## config.mk

```make
export PLATFORM = sky130hd
export DESIGN_NAME = mult_share_sched_flat
export DESIGN_NICKNAME = d
export VERILOG_FILES = /design/src/rtl/mult_share_sched_if.sv /design/src/rtl/mult_share_sched.sv /design/src/flat_wrapper.sv
export SDC_FILE = /design/constraint.sdc
export NUM_CORES = 1
export LEC_CHECK = 0
export ABC_CLOCK_PERIOD_IN_PS = 4850
export CORE_MARGIN = 5
export CORE_UTILIZATION = 50
export DETAILED_ROUTE_END_ITERATION = 10
export DONT_BUFFER_PORTS = 1
export SLEW_MARGIN = 20
export SYNTH_ARGS = -nofsm -noshare
export SYNTH_HDL_FRONTEND = slang
export SYNTH_SLANG_ARGS = --single-unit
```

## constraint.sdc

```tcl
create_clock -name clk -period 4.85 [get_ports clk]
set_input_delay 0.97 -clock clk [delete_from_list [all_inputs] [get_ports clk]]
set_output_delay 0.97 -clock clk [all_outputs]
set_load 0.02 [all_outputs]
```

## src/rtl/mult_share_sched_if.sv

```systemverilog
// Requester and response handshake bundle for the shared-multiplier scheduler.
interface mult_share_sched_if #(
   parameter int unsigned ACC_W = 12
) ();
   logic             req0_valid;
   logic             req0_ready;
   logic [3:0]       req0_m;
   logic [3:0]       req0_q;
   logic             req0_acc;
   logic             req1_valid;
   logic             req1_ready;
   logic [3:0]       req1_m;
   logic [3:0]       req1_q;
   logic             req1_acc;
   logic             rsp_valid;
   logic             rsp_ready;
   logic             rsp_id;
   logic [ACC_W-1:0] rsp_result;

   modport master (
      output req0_valid, req0_m, req0_q, req0_acc,
      input  req0_ready,
      output req1_valid, req1_m, req1_q, req1_acc,
      input  req1_ready,
      input  rsp_valid, rsp_id, rsp_result,
      output rsp_ready
   );

   modport slave (
      input  req0_valid, req0_m, req0_q, req0_acc,
      output req0_ready,
      input  req1_valid, req1_m, req1_q, req1_acc,
      output req1_ready,
      output rsp_valid, rsp_id, rsp_result,
      input  rsp_ready
   );
endinterface

```

## src/rtl/mult_share_sched.sv

```systemverilog
// Round-robin scheduler sharing one external combinational 4x4 multiplier
// between two requesters, with per-requester load/accumulate registers.
module mult_share_sched #(
   parameter int unsigned ACC_W = 12
) (
   input  logic                clk,
   input  logic                rst_n,
   mult_share_sched_if.slave   bus,
   output logic [3:0]          mul_m,
   output logic [3:0]          mul_q,
   input  logic [7:0]          mul_p
);

   typedef enum logic [1:0] {
      S_IDLE = 2'd0,
      S_MUL  = 2'd1,
      S_RESP = 2'd2
   } state_t;

   state_t           r_state;
   state_t           w_state_nxt;
   logic             w_gnt0;
   logic             w_gnt1;
   logic             r_ptr;
   logic             r_id;
   logic             r_acc_op;
   logic [3:0]       r_mul_m;
   logic [3:0]       r_mul_q;
   logic [ACC_W-1:0] r_acc0;
   logic [ACC_W-1:0] r_acc1;
   logic [ACC_W-1:0] r_result;
   logic [ACC_W-1:0] w_acc_sel;
   logic [ACC_W-1:0] w_sum;

   // State register
   always_ff @(posedge clk) begin
      if (!rst_n) begin
         r_state <= S_IDLE;
      end else begin
         r_state <= w_state_nxt;
      end
   end

   // Next state and grant; r_ptr holds the last granted id, so the other side wins a tie
   always_comb begin
      w_state_nxt = r_state;
      w_gnt0      = 1'b0;
      w_gnt1      = 1'b0;
      case (r_state)
         S_IDLE: begin
            if (rst_n) begin
               if (bus.req0_valid && bus.req1_valid) begin
                  w_gnt0 = r_ptr;
                  w_gnt1 = ~r_ptr;
               end else begin
                  w_gnt0 = bus.req0_valid;
                  w_gnt1 = bus.req1_valid;
               end
            end
            if (w_gnt0 || w_gnt1) begin
               w_state_nxt = S_MUL;
            end
         end
         S_MUL: begin
            w_state_nxt = S_RESP;
         end
         S_RESP: begin
            if (bus.rsp_ready) begin
               w_state_nxt = S_IDLE;
            end
         end
         default: begin
            w_state_nxt = S_IDLE;
         end
      endcase
   end

   assign w_acc_sel = r_id ? r_acc1 : r_acc0;
   assign w_sum     = r_acc_op ? (w_acc_sel + ACC_W'(mul_p)) : ACC_W'(mul_p);

   // Job capture on grant, accumulator and result update in MUL
   always_ff @(posedge clk) begin
      if (!rst_n) begin
         r_ptr    <= 1'b1;
         r_id     <= 1'b0;
         r_acc_op <= 1'b0;
         r_mul_m  <= 4'd0;
         r_mul_q  <= 4'd0;
         r_acc0   <= '0;
         r_acc1   <= '0;
         r_result <= '0;
      end else begin
         if (w_gnt0 || w_gnt1) begin
            r_ptr    <= w_gnt1;
            r_id     <= w_gnt1;
            r_acc_op <= w_gnt1 ? bus.req1_acc : bus.req0_acc;
            r_mul_m  <= w_gnt1 ? bus.req1_m : bus.req0_m;
            r_mul_q  <= w_gnt1 ? bus.req1_q : bus.req0_q;
         end
         if (r_state == S_MUL) begin
            r_result <= w_sum;
            if (r_id) begin
               r_acc1 <= w_sum;
            end else begin
               r_acc0 <= w_sum;
            end
         end
      end
   end

   assign bus.req0_ready = w_gnt0;
   assign bus.req1_ready = w_gnt1;
   assign bus.rsp_valid  = (r_state == S_RESP);
   assign bus.rsp_id     = r_id;
   assign bus.rsp_result = r_result;
   assign mul_m          = r_mul_m;
   assign mul_q          = r_mul_q;

endmodule

```

## src/flat_wrapper.sv

```systemverilog
// flat-port wrapper written by rule: the top's interface ports become plain ports
module mult_share_sched_flat 
#(
   parameter int unsigned ACC_W = 12
)
  (clk, rst_n, mul_m, mul_q, mul_p, bus_req0_valid, bus_req0_m, bus_req0_q, bus_req0_acc, bus_req0_ready, bus_req1_valid, bus_req1_m, bus_req1_q, bus_req1_acc, bus_req1_ready, bus_rsp_valid, bus_rsp_id, bus_rsp_result, bus_rsp_ready);
  mult_share_sched_if #(.ACC_W(ACC_W)) bus_i ();
  input  logic clk;
  input  logic rst_n;
  output logic [3:0] mul_m;
  output logic [3:0] mul_q;
  input  logic [7:0] mul_p;
  input wire logic [$bits(bus_i.req0_valid)-1:0] bus_req0_valid;
  input wire logic [$bits(bus_i.req0_m)-1:0] bus_req0_m;
  input wire logic [$bits(bus_i.req0_q)-1:0] bus_req0_q;
  input wire logic [$bits(bus_i.req0_acc)-1:0] bus_req0_acc;
  output wire logic [$bits(bus_i.req0_ready)-1:0] bus_req0_ready;
  input wire logic [$bits(bus_i.req1_valid)-1:0] bus_req1_valid;
  input wire logic [$bits(bus_i.req1_m)-1:0] bus_req1_m;
  input wire logic [$bits(bus_i.req1_q)-1:0] bus_req1_q;
  input wire logic [$bits(bus_i.req1_acc)-1:0] bus_req1_acc;
  output wire logic [$bits(bus_i.req1_ready)-1:0] bus_req1_ready;
  output wire logic [$bits(bus_i.rsp_valid)-1:0] bus_rsp_valid;
  output wire logic [$bits(bus_i.rsp_id)-1:0] bus_rsp_id;
  output wire logic [$bits(bus_i.rsp_result)-1:0] bus_rsp_result;
  input wire logic [$bits(bus_i.rsp_ready)-1:0] bus_rsp_ready;
  assign bus_i.req0_valid = bus_req0_valid;
  assign bus_i.req0_m = bus_req0_m;
  assign bus_i.req0_q = bus_req0_q;
  assign bus_i.req0_acc = bus_req0_acc;
  assign bus_req0_ready = bus_i.req0_ready;
  assign bus_i.req1_valid = bus_req1_valid;
  assign bus_i.req1_m = bus_req1_m;
  assign bus_i.req1_q = bus_req1_q;
  assign bus_i.req1_acc = bus_req1_acc;
  assign bus_req1_ready = bus_i.req1_ready;
  assign bus_rsp_valid = bus_i.rsp_valid;
  assign bus_rsp_id = bus_i.rsp_id;
  assign bus_rsp_result = bus_i.rsp_result;
  assign bus_i.rsp_ready = bus_rsp_ready;
  mult_share_sched #(.ACC_W(ACC_W)) u_core (.clk(clk), .rst_n(rst_n), .bus(bus_i), .mul_m(mul_m), .mul_q(mul_q), .mul_p(mul_p));
endmodule
```

==> flow_summary.toml, run 1 <==
[place]
post-dp-hpwl_microns = 4026
numPortBuffers = 0
place_inst = 355
placed_area_sq_um = 2575
place.gp.congestion = 0.8511

[cells_and_area]
num_antenna_cells = 0
multi_input_area_sq_um = 1450
layout.cells.non_filler = 363
n_fill_cell = 490
seqCellArea_sq_um = 980.9
area_growth_syn_to_layout_pct = 5.556
fin_util_pct = 53.62
design_area_sq_um = 2686
layout_common_cells = "49 x dfxtp_1, 34 x nand2_1, 26 x nor2_1"
drive_gt1_share_pct = 9.898
final_common_cell = "dfxtp_1"
nNetsFinal = 332

[sta]
finClkSkew_ps = 5.756
slew_violations = 0
max-slew-margin-rel_pct = 36.25
rsz0062_at_grt = "false"
setup_viol = 0
worst_slew_pin_slew_ps = 954.9
fmax_ghz = 0.3132
fin_crit_ps = 3193
post-route-period-util_pct = 65.83
final.setup.tns_ps = 0
hold_viol = 0

[pwr]
worst_ir_drop_vdd_v = 0.0001747
p_leak_uw = 0.0009674
powerDensity_nw_per_um2 = 345.1
swShare_pct = 29.49
p_int_uw = 653.7
pwr-share-comb_pct = 18.2
power.switching_uw = 273.3
pwr-share-clk_pct = 31.1
pwr-share-seq_pct = 50.7

[worst_setup_path]
critPathMaxFanout = 32
r2r_cells = 9
crit_type = "in -> out"
start_kind = "primary input"
crit_required_ps = 3880
cp.arrival_ps = 2220
endpoint_kind = "output pin"

[route]
routedWlPerCell_microns = 15.25
drcViolationCount = 0
drt_iter0_drc = 209
routed_wl_microns = 5537
vias = 2063
viasPerCell = 5.683
drt_first_pass_iters = 4
ant_nets = 0

[yosys]
netlist_area_sq_um = 2545
netlist_instances = 300
async_flop_share_pct = 0
ys.flop_type = "dfxtp_1"
yosysWarnings = 0
synth_top_area_cell = "dfxtp_1"
synth_top_cell_area_share_pct = 38.54
synthTopCellsByArea = "dfxtp_1 39%, nand2_1 5.0%, a21oi_1 4.5%, a211oi_1 4.4%, ha_1 3.9%"
avgSynthCellArea_sq_um = 8.483
synth_edf_count = 0
yosysUniqueCellTypes = 47
ys_seq_area_share_pct = 38.54
synth_seq_cells = 49
syn-num-nets = 340

[cts]
cts_root_buf = "clkbuf_8"
h-tree-depth = 2
cts_tree = "yes"
holdBufCountCts = 0
cts_num_sinks = 49
path_clk_slew_ps = 90
cts_buffers = 5
clockBufferDepth = 2
post_cts_buffers = 0
clk_latency_ps = 300
cts_resized = 0

[floorplan]
core_area_sq_um = 5010
initial_utilization_pct = 50.80
dieHeight_microns = 81.35
die_w_microns = 81.35
rows = 26
ios = 55
die_area_sq_um = 6617

[global_route]
grt.total_usage_pct = 17.73
overflow = 0
antenna_found_initial = 0
grt_pass1_vias = 1899
grt_max_degree = 33
grt_pass1_wl_microns = 9114

[hold_path]
hold_path_depth = 2
min_path_type = "reg -> reg"

[flow_run]
max-cap-violations = 0

[run_status]
status = "completed"
## per-stage QoR
step,hold WS (ps),setup slack [ps],power [uW]
6_report,472.9,1657,927.0
5_1_grt,489.9,1469,981.3
4_1_cts,472.7,1646,942.0
3_5_place_dp,463.0,1645,648.9
3_3_place_gp,458.4,1729,647.4
2_1_floorplan,443.8,2035,616.7
## worst max-delay path, cell delays in order
cell and delay (ps):
inv_2 190, nor3_1 310, nand3_1 400, inv_2 340
## worst paths after layout
check / slack (ps) / start / end
setup / recovery: 1660 / rst_n / bus_req1_ready
setup reg to reg: 2070 / u_core.bus.rsp_id$_SDFFE_PN0P_ / u_core.r_acc1[9]$_SDFFE_PN0P_
hold / removal: 470 / u_core.r_acc1[11]$_SDFFE_PN0P_ / u_core.r_acc1[11]$_SDFFE_PN0P_
hold reg to reg: 470 / u_core.r_acc1[11]$_SDFFE_PN0P_ / u_core.r_acc1[11]$_SDFFE_PN0P_
## power groups by stage
stage	clock (uW)	combinational, uW	sequential (uW)
2_1_floorplan	0	147	470
3_3_place_gp	0	167	481
3_5_place_dp	0	169	480
4_1_cts	301	170	471
5_1_grt	314	192	475
6_report	288	169	470
## sequential cells by signal, indices dropped and copies added (netlist names)
signal                 count
u_core.mul_q               4
u_core.r_acc0             12
u_core.r_acc_op            1
u_core.r_acc1             12
u_core.r_state             2
u_core.bus.rsp_id          1
u_core.r_ptr               1
u_core.mul_m               4
u_core.bus.rsp_result     12
## cells by family after synthesis
| group | count (synthesis) | synth area share (%) |
|---|---|---|
| AND/OR/NAND/NOR | 99 | 18.44 |
| AO/OA/AOI/OAI | 90 | 23.40 |
| flip-flops | 49 | 38.54 |
| buffers and inverters | 27 | 4.474 |
| multiplexers | 19 | 8.014 |
| adder cells (fa/ha/maj) | 9 | 4.720 |
| XOR/XNOR | 7 | 2.409 |
## synthesized netlist by cell type, types with 3 or more instances
master	count
nand4b_1	4
nand4_1	3
nand3_1	9
dfxtp_1	49
a21oi_1	23
a311oi_1	9
o21ai_1	5
mux2_2	8
a21o_1	3
buf_2	7
clkbuf_1	8
o21ai_0	16
or3_1	3
nor2_1	26
nor2b_1	5
inv_1	6
ha_1	8
nand2b_1	6
nand2_1	34
mux2i_1	10
o211ai_1	5
inv_2	3
xnor2_1	5
a211oi_1	15
## routing by layer
| layer | routed length (microns) | global-route usage (%) |
|---|---|---|
| met5 | 0 | 0 |
| met4 | 65 | 5.236 |
| met3 | 271 | 5.211 |
| met2 | 2668 | 26.87 |
| met1 | 2532 | 24.27 |
## layout make-up
type | instances | area share (%)
Clock buffer | 6 | 2.701
Clock inverter | 2 | 1.444
Inverter | 9 | 1.258
Multi-Input combinational cell | 224 | 53.98
Sequential cell | 49 | 36.52
Tap cell | 70 | 3.260
Timing Repair Buffer | 3 | 0.8384
(Power assumes the default switching activity.)
==> run 2, diff against run 1 <==
- ABC_CLOCK_PERIOD_IN_PS: 4850 -> 2700
- PLACE_DENSITY: default -> 0.68
- clock period: 4.85 -> 2.7 ns (I/O delays scaled with it)
==> flow_summary.toml, run 2 (synthesis results as in run 1) <==
[sta]
setup_viol = 0
fmax_ghz = 0.4018
fin_crit_ps = 2489
post-route-period-util_pct = 92.18
finClkSkew_ps = 5.281
hold_viol = 0
slew_violations = 0
hold_ws_ps = 320.9
setup_slack_ps = 211.2
worst_slew_pin_slew_ps = 640.6
final.setup.tns_ps = 0
rsz0062_at_grt = "false"
max-slew-margin-rel_pct = 57.29

[hold_path]
min_path_type = "in -> reg"
min-delay-start = "rst_n"

[global_route]
grtUsageMet1_pct = 23.71
overflow = 0
grtUsageMet2_pct = 28.50
grt.total_usage_pct = 18.00
grt_pass1_wl_microns = 9273
grt_max_degree = 32
grtUsageMet3_pct = 5.211
grt_busiest_layer = "met2"
grt_pass1_vias = 1965
antenna_found_initial = 0

[floorplan]
rows = 26
initial_utilization_pct = 50.80
die_area_sq_um = 6617
core_area_sq_um = 5010
ios = 55
dieHeight_microns = 81.35
die_w_microns = 81.35

[route]
drcViolationCount = 0
drt_first_pass_iters = 5
viasPerCell = 5.675
ant_nets = 0
vias = 2094
drt_iter0_drc = 73
routedWlPerCell_microns = 15.21
routed_wl_microns = 5614

[place]
place.gp.congestion = 0.8260
post-dp-hpwl_microns = 4088
pre_cts_ws_ps = 107.3
numPortBuffers = 0
place_inst = 359

[cts]
cts_buffers = 5
cts_root_buf = "clkbuf_8"
clk_latency_ps = 300
h-tree-depth = 2
cts_tree = "yes"
holdBufCountCts = 0
cts_num_sinks = 49
path_clk_slew_ps = 90
clockBufferDepth = 2

[pwr]
p_leak_uw = 0.0009939
total_power_uw = 1609
swShare_pct = 30.86
pwr-share-seq_pct = 52.2
pwr-share-comb_pct = 19.8
power.switching_uw = 496.5
worst_ir_drop_vdd_v = 0.0003514
powerDensity_nw_per_um2 = 591.5
pwr-share-clk_pct = 28.0
p_int_uw = 1112

[cells_and_area]
num_antenna_cells = 0
drive_gt1_share_pct = 12.37
final_common_cell = "dfxtp_1"
layout_common_cells = "48 x dfxtp_1, 34 x nand2_1, 26 x nor2_1"
nNetsFinal = 338
layout.cells.non_filler = 369
area_growth_syn_to_layout_pct = 6.883

[run_status]
status = "completed"

[worst_setup_path]
start_kind = "register"
timing.rr.start = "u_core.bus.rsp_id$_SDFFE_PN0P_"
setup.worst_path.start = "u_core.bus.rsp_id$_SDFFE_PN0P_"
endpoint_kind = "register"
critPathMaxFanout = 9
crit_path_cell_trace = "mux2_2, ha_1, inv_1, fa_1, nor2b_1, o21ai_1, a21oi_2, o211ai_2, o31a_1, a211oi_2"
cp.arrival_ps = 2720
crit_type = "reg -> reg"
slowest_stage = "fa_1"
crit_required_ps = 2930
slowest_delay_ps = 400

[flow_run]
max-cap-violations = 0
-- run 2: per-stage QoR --
stage               instance area (sq um)  utilization [%]
floorplan                            2546                -
global placement                     2606            52.02
detailed placement                   2606            52.02
CTS                                  2703            53.95
global route                         2720            54.30
finish                               2720            54.30
-- run 2: worst max-delay path: cells and delay by family, from the launching register on --
kind	cells	cell delay, ps
flip-flops	1	390
buffers and inverters	1	60
multiplexers	1	230
adder cells (fa/ha/maj)	2	580
AND/OR/NAND/NOR	1	160
AO/OA/AOI/OAI	5	1010
-- run 2: timing repair --
action | in CTS | in global routing
endpoints found under the setup margin | 0 | 7
resized for setup | 0 | 1
setup buffers | 0 | 2
-- run 2: worst paths after layout --
check,end,slack [ps],depth (start not counted)
worst max-delay path,u_core.r_acc1[10]$_SDFFE_PN0P_,210,10
worst min-delay path,u_core.r_ptr$_SDFFE_PN1P_,320,1
worst max register to register,u_core.r_acc1[10]$_SDFFE_PN0P_,210,10
worst min register to register,u_core.r_acc1[11]$_SDFFE_PN0P_,480,2
-- run 2: routing by layer --
layer,vias up,wire length [microns],part of all wire [%]
met5,-,0,0
met1,968,2612,47
met3,6,310,5.5
met2,36,2632,47
met4,0,59,1.1
li1,1084,-,-
-- run 2: final cells by class --
| cell class | instances | area (sq um) |
|---|---|---|
| flip-flops and latches | 49 | 984.7 |
| multi-input cells | 224 | 1450 |
| clock buffers | 6 | 82.58 |
| fillers | 498 | 2290 |
| clock inverters | 2 | 13.76 |
| repair buffers | 9 | 67.56 |
| well taps | 70 | 87.58 |
| inverters | 9 | 33.78 |
-- run 2: power groups by stage --
stage	registers, uW	logic (uW)	clock network (uW)
after detailed placement	860	312	0
after floorplan	845	263	0
final	840	319	450
after global routing	848	362	488
after CTS	843	315	463
after global placement	860	307	0
